===== src/rtl/operand_feeder.sv =====
// Upstream stage of the sequence adder: buffers 8-bit operands in a small FIFO
// and feeds them to the adder one frame at a time (clear, FRAME_LEN operands, done).
module operand_feeder #(
    parameter int DEPTH     = 4,
    parameter int FRAME_LEN = 4
) (
    input  logic       clk,
    input  logic       reset,
    input  logic [7:0] in_data,
    input  logic       in_valid,
    output logic       in_ready,
    input  logic       start,
    output logic [7:0] acc_data,
    output logic       acc_en,
    output logic       acc_clear,
    output logic       frame_done,
    output logic       busy,
    output logic [2:0] frame_cnt
);

    localparam int PW = (DEPTH > 1) ? $clog2(DEPTH) : 1;
    localparam logic [PW:0] FULL_CNT = (PW+1)'(DEPTH);
    localparam logic [2:0]  LAST_CNT = 3'(FRAME_LEN - 1);

    typedef enum logic [1:0] {IDLE, CLEAR, FEED, DONE} state_e;

    state_e        state_q, state_d;
    logic [7:0]    mem_q [DEPTH];
    logic [PW-1:0] wr_ptr_q, wr_ptr_d;
    logic [PW-1:0] rd_ptr_q, rd_ptr_d;
    logic [PW:0]   count_q, count_d;
    logic [7:0]    acc_data_q, acc_data_d;
    logic          acc_en_q, acc_en_d;
    logic [2:0]    frame_cnt_q, frame_cnt_d;
    logic          push, pop;

    // Readiness depends on registered occupancy only, so a same-cycle pop never frees a full FIFO.
    assign in_ready = (count_q != FULL_CNT);
    assign push     = in_valid && in_ready;
    assign pop      = (state_q == FEED) && (count_q != '0);

    // Storage has no reset; occupancy and pointers define which entries are live.
    always_ff @(posedge clk) begin
        if (push) begin
            mem_q[wr_ptr_q] <= in_data;
        end
    end

    always_comb begin
        wr_ptr_d = push ? wr_ptr_q + 1'b1 : wr_ptr_q;
        rd_ptr_d = pop  ? rd_ptr_q + 1'b1 : rd_ptr_q;
        case ({push, pop})
            2'b10:   count_d = count_q + 1'b1;
            2'b01:   count_d = count_q - 1'b1;
            default: count_d = count_q;
        endcase
    end

    always_comb begin
        acc_data_d  = pop ? mem_q[rd_ptr_q] : acc_data_q;
        acc_en_d    = pop;
        frame_cnt_d = frame_cnt_q;
        if (state_q == CLEAR) begin
            frame_cnt_d = 3'd0;
        end else if (pop) begin
            frame_cnt_d = frame_cnt_q + 3'd1;
        end
    end

    always_ff @(posedge clk or negedge reset) begin
        if (!reset) begin
            state_q     <= IDLE;
            wr_ptr_q    <= '0;
            rd_ptr_q    <= '0;
            count_q     <= '0;
            acc_data_q  <= 8'h00;
            acc_en_q    <= 1'b0;
            frame_cnt_q <= 3'd0;
        end else begin
            state_q     <= state_d;
            wr_ptr_q    <= wr_ptr_d;
            rd_ptr_q    <= rd_ptr_d;
            count_q     <= count_d;
            acc_data_q  <= acc_data_d;
            acc_en_q    <= acc_en_d;
            frame_cnt_q <= frame_cnt_d;
        end
    end

    always_comb begin
        state_d = state_q;
        case (state_q)
            IDLE:    if (start) state_d = CLEAR;
            CLEAR:   state_d = FEED;
            FEED:    if (pop && (frame_cnt_q == LAST_CNT)) state_d = DONE;
            DONE:    state_d = IDLE;
            default: state_d = IDLE;
        endcase
    end

    always_comb begin
        acc_clear  = (state_q == CLEAR);
        frame_done = (state_q == DONE);
        busy       = (state_q != IDLE);
    end

    assign acc_data  = acc_data_q;
    assign acc_en    = acc_en_q;
    assign frame_cnt = frame_cnt_q;

endmodule


===== config.mk =====
export PLATFORM = sky130hd
export DESIGN_NAME = operand_feeder
export DESIGN_NICKNAME = d
export VERILOG_FILES = /design/src/rtl/operand_feeder.sv
export SDC_FILE = /design/constraint.sdc
export NUM_CORES = 1
export LEC_CHECK = 0
export CAP_MARGIN = 10
export CORE_ASPECT_RATIO = 1.2
export CORE_MARGIN = 3
export CORE_UTILIZATION = 35
export CTS_CLUSTER_DIAMETER = 40
export DETAILED_ROUTE_END_ITERATION = 10
export HOLD_SLACK_MARGIN = 0.06
export REMOVE_ABC_BUFFERS = 1
export SLEW_MARGIN = 20
export SYNTH_ARGS = -nofsm -noshare
export SYNTH_HDL_FRONTEND = slang
export SYNTH_SLANG_ARGS = --single-unit

===== constraint.sdc =====
create_clock -name clk -period 2.06 [get_ports clk]
set_input_delay 0.309 -clock clk [delete_from_list [all_inputs] [get_ports clk]]
set_output_delay 0.309 -clock clk [all_outputs]
set_load 0.03 [all_outputs]

* Word-level counts from Yosys, hierarchy flattened
Memories as Yosys holds them, arrays and structs flattened. A register that Yosys moved wholly into a read port is not among the register bits.
Cells that the tools add are included.
** Operators by class
- Add/sub/neg operators :: 5
- $mul :: 0
- Bitwise logic cells :: 0
- Multiplexer cells :: 8
- Shift-type cells :: 0
- Div/mod/pow operators :: 0
- Equal/unequal tests :: 9
- Order comparisons :: 0
- Reduce and logical (&&, ||, !) cells :: 10
** Operator list (count)
- $pmux W2 S4 :: 1
- $add A3 B1 Y3 const B :: 2
- $eq A2 B2 Y1 const B :: 3
- $mux W3 :: 2
- $pmux W3 S2 :: 1
- $reduce_bool A2 Y1 :: 3
- $add A2 B1 Y2 const B :: 2
- $eq A2 B1 Y1 const B :: 2
- $mux W2 :: 2
- $eq A3 B2 Y1 const B :: 1
- $logic_and A1 B1 Y1 :: 3
- $ne A3 B3 Y1 const B :: 1
- $reduce_bool A3 Y1 :: 1
- $sub A3 B1 Y3 const B :: 1
- $logic_not A2 Y1 :: 1
- $mux W1 :: 2
- $ne A2 B1 Y1 const B :: 1
- $ne A2 B2 Y1 const B :: 1
- $reduce_and A2 Y1 :: 1
- $logic_not A1 Y1 :: 1
** Storage, ports and cells
- Memories :: 1
- Bits in writable memories :: 32
- Word-level logic and storage cells :: 39
- Input port bits :: 12
- ROM bits :: 0
- Flip-flop bits (word level) :: 13
- Output and inout bits :: 16
- Latch bits :: 0
** Memory list
- mem_q :: depth 4, bits a word 8, rd ports 1, clocked after memory_dff 1, wr ports 1, RTL line 28 : logic [7:0] mem_q [DEPTH];

* Longest topological paths before layout
Gate-level depths: netlist (run 1).
- Word-level depth :: 5
- Gate-level depth with buffers :: 11
- Depth with buffers taken out :: 10

* Worst setup path before layout (run 1)
OpenSTA, ideal clock, no wires.
- Path kind :: register to register
- From :: register count_q[0]
- To :: register count_q[2]
- Path buffers :: 0
- Clock period less this slack :: 2.154 ns
- Path slack :: -0.094 ns
- Data required time :: 1.981 ns
- Arrival time :: 2.074 ns
- Cell stages (with the launch flop) :: 10
- Setup time :: 0.079 ns
- Cells stage by stage :: dfrtp_1 -> or3b_4 -> and2_4 -> inv_1 -> ha_1 -> inv_1 -> fa_1 -> xor2_1 -> nor2_1 -> xor2_1
** Between the ends
- Cells in the longest elaborated chain, start to end :: 4
- Elaborated cells on any way between the ends :: 10
- Classes of those cells :: add/sub: 2; eq/ne: 3; mux: 1; reduce/logical: 4
** RTL lines
- from (decl) :: RTL line 31 : logic [PW:0] count_q, count_d;
- from (signal assigned) :: RTL line 83 : count_q <= count_d;
- $ne A3 B3 Y1 (*) :: RTL line 38 : assign in_ready = (count_q != FULL_CNT);
- named net in_ready :: RTL line 11 : output logic in_ready,
- $logic_and A1 B1 Y1 (*) :: RTL line 39 : assign push = in_valid && in_ready;
- $eq A2 B1 Y1 / $eq A2 B2 Y1 (equally long branches) :: RTL line 52 : case ({push, pop})
- $pmux W3 S2 / $reduce_bool A2 Y1 (equally long branches)
Mark *: on every way through the listed nets, which the timed path passes. The rest lies on a longest branch.
A chain may end at the register's enable or synchronous reset.

* Final worst setup path (run 1)
- From :: register count_q[0]
- To :: register count_q[2]
** Between the ends
- Cells in the longest elaborated chain, start to end :: 4
- Elaborated cells on any way between the ends :: 10
- Classes of those cells :: add/sub: 2; eq/ne: 3; mux: 1; reduce/logical: 4
** RTL lines (RTL line)
- $ne A3 B3 Y1 / $reduce_bool A3 Y1 (equally long branches) :: 38, 40
- $logic_and A1 B1 Y1 (on tied branches) :: 39, 40
- $eq A2 B1 Y1 / $eq A2 B2 Y1 (equally long branches) :: 52
- $pmux W3 S2 / $reduce_bool A2 Y1 (equally long branches)
Parallel ways exist; a longest one is shown, timed or not.

==> results.json, run 1 <==
{
  "finalSetupTns_ns": 0,
  "antenna_found_initial": 0,
  "ff2ff_setup_slack_ns": 0.04,
  "pwr_density_cell_nw_per_um2": 1540,
  "grt_max_degree": 22,
  "pre_cts_ws_ns": -0.0127,
  "fin_nets": 209,
  "synth-edff-count": 32,
  "wl_um": 3860,
  "seq_area_frac_synth_pct": 67.4,
  "worst_pin_slew_ns": 0.402,
  "die_w_um": 78.5,
  "fillCellCount": 566,
  "sequentialPowerShare_pct": 39.4,
  "drt_pass1_iterations": 4,
  "max_slew_margin_pct": 73.2,
  "cts_root_buf": "clkbuf_8",
  "syn_to_final_growth_pct": 25.9,
  "start_kind": "register",
  "p_int_mw": 2.74,
  "skew_ns": 0.00922,
  "cp_max_fo": 2,
  "boundaryPins": 28,
  "min_path_type": "input port to async pin",
  "fin_util_pct": 45.6,
  "slew_viol_final": 0,
  "grt_first_pass_wirelength_um": 6500,
  "timing.max_cap.violations": 0,
  "cp-startpoint": "count_q[0]$_DFFE_PN0P_",
  "yosys_warnings": 0,
  "ys_types": 23,
  "synth_top_area_share_pct": 43.6,
  "fin_ws_ns": 0.0394,
  "route.detailed.drc": 0,
  "end_kind": "register",
  "core_sq_um": 6090,
  "rows": 31,
  "avgViaCountPerCell": 4.51,
  "cts_buffer_depth": 2,
  "grt_overflow_total": 0,
  "layout-drive-gt1-share_pct": 22.2,
  "comb_power_share_pct": 44.1,
  "initial_core_util_pct": 36.2,
  "finalHoldViolations": 0,
  "p_leak_nw": 1.13,
  "peakVddDrop_v": 0.000552,
  "grt_pass1_vias": 1360,
  "status": "complete, no violations",
  "wl_per_cell_um": 14.4,
  "r2r-start": "count_q[0]$_DFFE_PN0P_",
  "num_vias": 1205,
  "synth-async-reset-ratio_pct": 39.6,
  "rsz0062_at_grt": "true",
  "ant_nets": 0,
  "finalWorstPathRequiredPeriod_ns": 2.02,
  "place_congestion": 0.732,
  "cts.clk_slew.worst_paths_ns": 0.10,
  "synthCells": 142,
  "worstSetupPathType": "register to register",
  "die_h_um": 93.0,
  "hpwlAfterDp_um": 2780,
  "cts_tree": "done",
  "drt_iter0_markers": 56,
  "avgSynthCellArea_sq_um": 15.5,
  "max_freq_mhz": 495,
  "grt.total_usage_pct": 11.8,
  "p_sw_mw": 1.53,
  "setup_viol": 0,
  "synth_most_common_cell": "edfxtp_1",
  "switching_share_pct": 35.9,
  "syn_area_sq_um": 2210,
  "synth_ff_type": "edfxtp_1",
  "clock_sinks": 53,
  "synth_seq_cells": 53,
  "postCtsHoldBufs": 0,
  "p_total_mw": 4.28,
  "worst_ep_arrival_time_ns": 2.25,
  "io_buffers": 27,
  "yosys-top-cells-area": "edfxtp_1 44%, dfrtp_1 24%, mux4_2 8.2%, ha_1 6.8%, nand2_1 4.6%",
  "crit_required_ns": 2.29,
  "synthTopCellsByCount": "32 x edfxtp_1, 27 x nand2_1, 21 x dfrtp_1",
  "design.die.area_sq_um": 7290,
  "htreeDepth": 2,
  "clock_power_share_pct": 16.5,
  "cts_buffers": 5,
  "synth_top_cell_by_area": "edfxtp_1",
  "insertion_delay_ns": 0.30,
  "timing.final.crit_share_pct": 98.1,
  "holdWs_ns": 0.349,
  "antenna_cells": 0
}
[layout make-up]
cell class              count  area (sq um)  share of cell area, %
inverters                  11          41.3                   1.49
multi-input cells          74           674                   24.3
well taps                  82           103                   3.70
clock buffers               5          68.8                   2.48
clock inverters             3          46.3                   1.67
flip-flops and latches     53          1490                   53.5
repair buffers             39           357                   12.8
[critical path: stages, from the launching register on]
cell	delay (ns)
dfrtp_1	0.39
or3b_4	0.40
and2_4	0.15
inv_2	0.06
ha_4	0.13
inv_2	0.04
fa_2	0.37
xor2_1	0.15
nor2_1	0.11
xor2_1	0.16
[logic make-up after synthesis]
group | Yosys count | share of synthesized area [%]
and+or+nand+nor | 37 | 7.66
xor gates and xnor gates | 7 | 2.78
muxes | 11 | 9.81
adders and majority gates | 13 | 7.71
AOI/OAI and AO/OA | 6 | 1.93
DFF | 53 | 67.4
buffers and inverters | 15 | 2.72
[state kept, by name, indices dropped and copies added (netlist names)]
signal and count:
rd_ptr_q 2, wr_ptr_q 2, frame_cnt 3, acc_en 1, state_q 2, mem_q 32
count_q 3, acc_data 8
[stage by stage]
step | area (sq um) | std cells
2_1_floorplan | 2190 | 138
3_3_place_gp | 2640 | 258
3_5_place_dp | 2640 | 258
4_1_cts | 2760 | 266
5_1_grt | 2780 | 267
6_report | 2780 | 267
[what timing repair did]
action	CTS	global route
endpoints found under the setup margin	4	1
setup buffers	0	1
hold endpoints to repair	0	0
gates resized for setup	5	4
pin swaps	4	4
[routing by layer]
| layer | GRT usage [%] | wire, um | share of wire, % |
|---|---|---|---|
| met1 | 12.3 | 1510 | 39 |
| met2 | 22.7 | 2150 | 56 |
| met3 | 2.53 | 143 | 3.7 |
| met4 | 4.37 | 57 | 1.5 |
| met5 | 0 | 0 | 0 |
[power by group through the flow]
stage	combinational, mW	clock [mW]	sequential (mW)
finish	1.89	0.704	1.69
global route	2.10	0.761	1.73
CTS	1.89	0.722	1.70
detailed placement	1.89	0	1.73
global placement	1.81	0	1.70
floorplan	0.967	0	1.91
[path summary, 6_finish.rpt]
kind                                      endpoint  cells past startpoint
hold / removal             acc_data[7]$_DFFE_PN0P_                      2
max in group asynchronous  wr_ptr_q[1]$_DFFE_PN0P_                      2
setup / recovery            count_q[2]$_DFFE_PN0P_                      9
setup reg to reg            count_q[2]$_DFFE_PN0P_                      9
min in group clk           acc_data[0]$_DFFE_PN0P_                      2
hold reg to reg            acc_data[0]$_DFFE_PN0P_                      2
[layout by cell type (no fill, tap or decap)]
cell / n
edfxtp_1: 32
nand2_1: 27
clkdlybuf4s50_1: 24
dfrtp_1: 21
buf_4: 12
ha_1: 11
inv_1: 8
mux4_2: 8
xnor2_1: 5
clkbuf_8: 5
and3_2: 4
inv_2: 3
nor2_1: 3
dlygate4sd2_1: 3
o31ai_1: 2
a21oi_1: 2
xor2_1: 2
or3b_4: 1
and2_4: 1
nor2b_1: 1
o32a_1: 1
mux2i_1: 1
mux2_2: 1
mux2_4: 1
a211oi_1: 1
fa_2: 1
ha_4: 1
bufinv_16: 1
clkinv_4: 1
clkinvlp_4: 1
Note: power is estimated with default switching activity, not from simulation.
==> inputs of run 2 (changes only) <==
TNS_END_PERCENT = 1   (was unset)
==> run 2 against run 1 <==
Effect of this change: register-to-register slack about the same; design area increased by 0.45%; clock skew about the same; via count increased by 0.50%; clock-buffer cell count unchanged; critical endpoint unchanged; critical path depth unchanged; critical path type unchanged; sequential cell count unchanged; die area unchanged.
==> results.json, run 2 (synthesis results as in run 1) <==
{
  "final_common_cell": "edfxtp_1",
  "status": "complete, no violations",
  "layout-drive-gt1-share_pct": 23.1,
  "clock_sinks": 53,
  "reg2reg_to": "count_q[2]$_DFFE_PN0P_",
  "insertion_delay_ns": 0.30,
  "drt_pass1_iterations": 4,
  "max_freq_mhz": 492,
  "min_path_type": "input port to async pin",
  "num_vias": 1211,
  "cts_buffers": 5,
  "critPathMaxStageDelay_ns": 0.40,
  "p_int_mw": 2.76,
  "timing.max_cap.violations": 0,
  "peakVddDrop_v": 0.000546,
  "clock_power_share_pct": 16.4,
  "layout_common_cells": "32 x edfxtp_1, 27 x nand2_1, 24 x clkdlybuf4s50_1, 21 x dfrtp_1, 13 x buf_4",
  "largest-register": "mem_q",
  "ant_nets": 0,
  "postCtsHoldBufs": 0,
  "hpwlAfterDp_um": 2780,
  "place_congestion": 0.732,
  "boundaryPins": 28,
  "fin_util_pct": 45.8,
  "finalWorstPathRequiredPeriod_ns": 2.03,
  "crit_family": "simple AND/OR/NAND/NOR gates",
  "stdcell_count": 268,
  "initial_core_util_pct": 36.2,
  "skew_ns": 0.00918,
  "crit_required_ns": 2.29,
  "grt_first_pass_wirelength_um": 6510,
  "design.die.area_sq_um": 7290,
  "pwr_density_cell_nw_per_um2": 1540,
  "antenna_found_initial": 0,
  "worst_ep_arrival_time_ns": 2.27,
  "critical_path.slowest_cell": "or3b_4",
  "start_kind": "register",
  "route.detailed.drc": 0,
  "cts.clk_slew.worst_paths_ns": 0.10,
  "rows": 31,
  "core_sq_um": 6090,
  "wl_per_cell_um": 14.5,
  "dp_cells": 258,
  "max_slew_margin_pct": 73.2,
  "crit_chain": "or3b_4 > and2_4 > inv_2 > ha_4 > inv_2 > fa_2 > xor2_1 > nor2_1 > xor2_1",
  "ff2ff_path_depth": 9,
  "die_h_um": 93.0,
  "wl_um": 3880,
  "htreeDepth": 2,
  "p_leak_nw": 1.13,
  "syn_to_final_growth_pct": 26.4,
  "r2r-start": "count_q[1]$_DFFE_PN0P_",
  "cp.buffers_inverters": 2,
  "cts_root_buf": "clkbuf_8",
  "switching_share_pct": 35.9,
  "timing.final.crit_share_pct": 98.7,
  "worstSetupPathType": "register to register",
  "comb_power_share_pct": 44.5,
  "avgViaCountPerCell": 4.52,
  "worst_pin_slew_ns": 0.402,
  "cts_buffer_depth": 2,
  "fin_nets": 210,
  "antenna_cells": 0,
  "slew_viol_final": 0,
  "sequentialPowerShare_pct": 39.2,
  "grt_pass1_vias": 1367,
  "io_buffers": 27,
  "ff2ff_setup_slack_ns": 0.03,
  "drt_iter0_markers": 54,
  "cts_tree": "done",
  "p_sw_mw": 1.54,
  "end_kind": "register",
  "grt_max_degree": 22,
  "cp.depth": 9,
  "setup_viol": 0,
  "grt.total_usage_pct": 11.8,
  "cp_max_fo": 2,
  "largest_reg_flops": 32,
  "die_w_um": 78.5,
  "grt_overflow_total": 0,
  "finalHoldViolations": 0,
  "rsz0062_at_grt": "true"
}
run 2: cell types whose count changed in the layout (fill, tap and decap cells not counted):
cell     before  now
o31ai_2       0    1
o31ai_1       2    1
buf_4        12   13
run 2: power groups by stage:
stage	Combinational [mW]	Sequential (mW)	Clock (mW)
floorplan	0.967	1.91	0
global placement	1.81	1.70	0
detailed placement	1.89	1.73	0
CTS	1.87	1.70	0.722
global route	2.13	1.73	0.761
finish	1.91	1.68	0.704
run 2: worst max path at each step:
stage,slack (ns),to,start
after global placement,0.07,count_q[2]$_DFFE_PN0P_,count_q[0]$_DFFE_PN0P_
after floorplan,-0.54,count_q[2]$_DFFE_PN0P_,count_q[0]$_DFFE_PN0P_
after global routing,-0.04,count_q[2]$_DFFE_PN0P_,count_q[1]$_DFFE_PN0P_
after detailed placement,-0.01,count_q[2]$_DFFE_PN0P_,count_q[0]$_DFFE_PN0P_
after CTS,-0.04,count_q[2]$_DFFE_PN0P_,count_q[0]$_DFFE_PN0P_
final,0.03,count_q[2]$_DFFE_PN0P_,count_q[1]$_DFFE_PN0P_
run 2: what timing repair did:
action | CTS | global route
buffers inserted | 0 | 2
pin swaps | 0 | 5
resized for setup | 3 | 7
endpoints found under the setup margin | 4 | 1
run 2: layer usage:
layer,GRT usage [%],vias to the layer above,share of wire (%)
met5,0,-,0
met4,4.37,0,1.5
met3,2.53,5,3.7
met2,22.8,25,56
met1,12.3,602,39
li1,-,579,-
run 2: stage by stage:
stage               hold WS (ns)  setup slack, ns  instance area [sq um]  setup TNS [ns]  power (mW)
global route               0.369          -0.0408                   2790         -0.0408        4.62
detailed placement         0.471          -0.0127                   2640         -0.0127        3.61
floorplan                 0.0134           -0.539                   2190           -1.27        2.88
global placement           0.461           0.0730                   2640               0        3.51
finish                     0.349           0.0261                   2790               0        4.30
CTS                        0.355          -0.0381                   2750         -0.0381        4.30
run 2: layout make-up:
cell class                 instances  area (sq um)
fill                             566          3300
sequential                        53          1490
timing repair buffer              40           364
tap                               82           103
multi-input combinational         74           679
clock buffer                       5          68.8
inverter                          11          41.3
clock inverter                     3          46.3
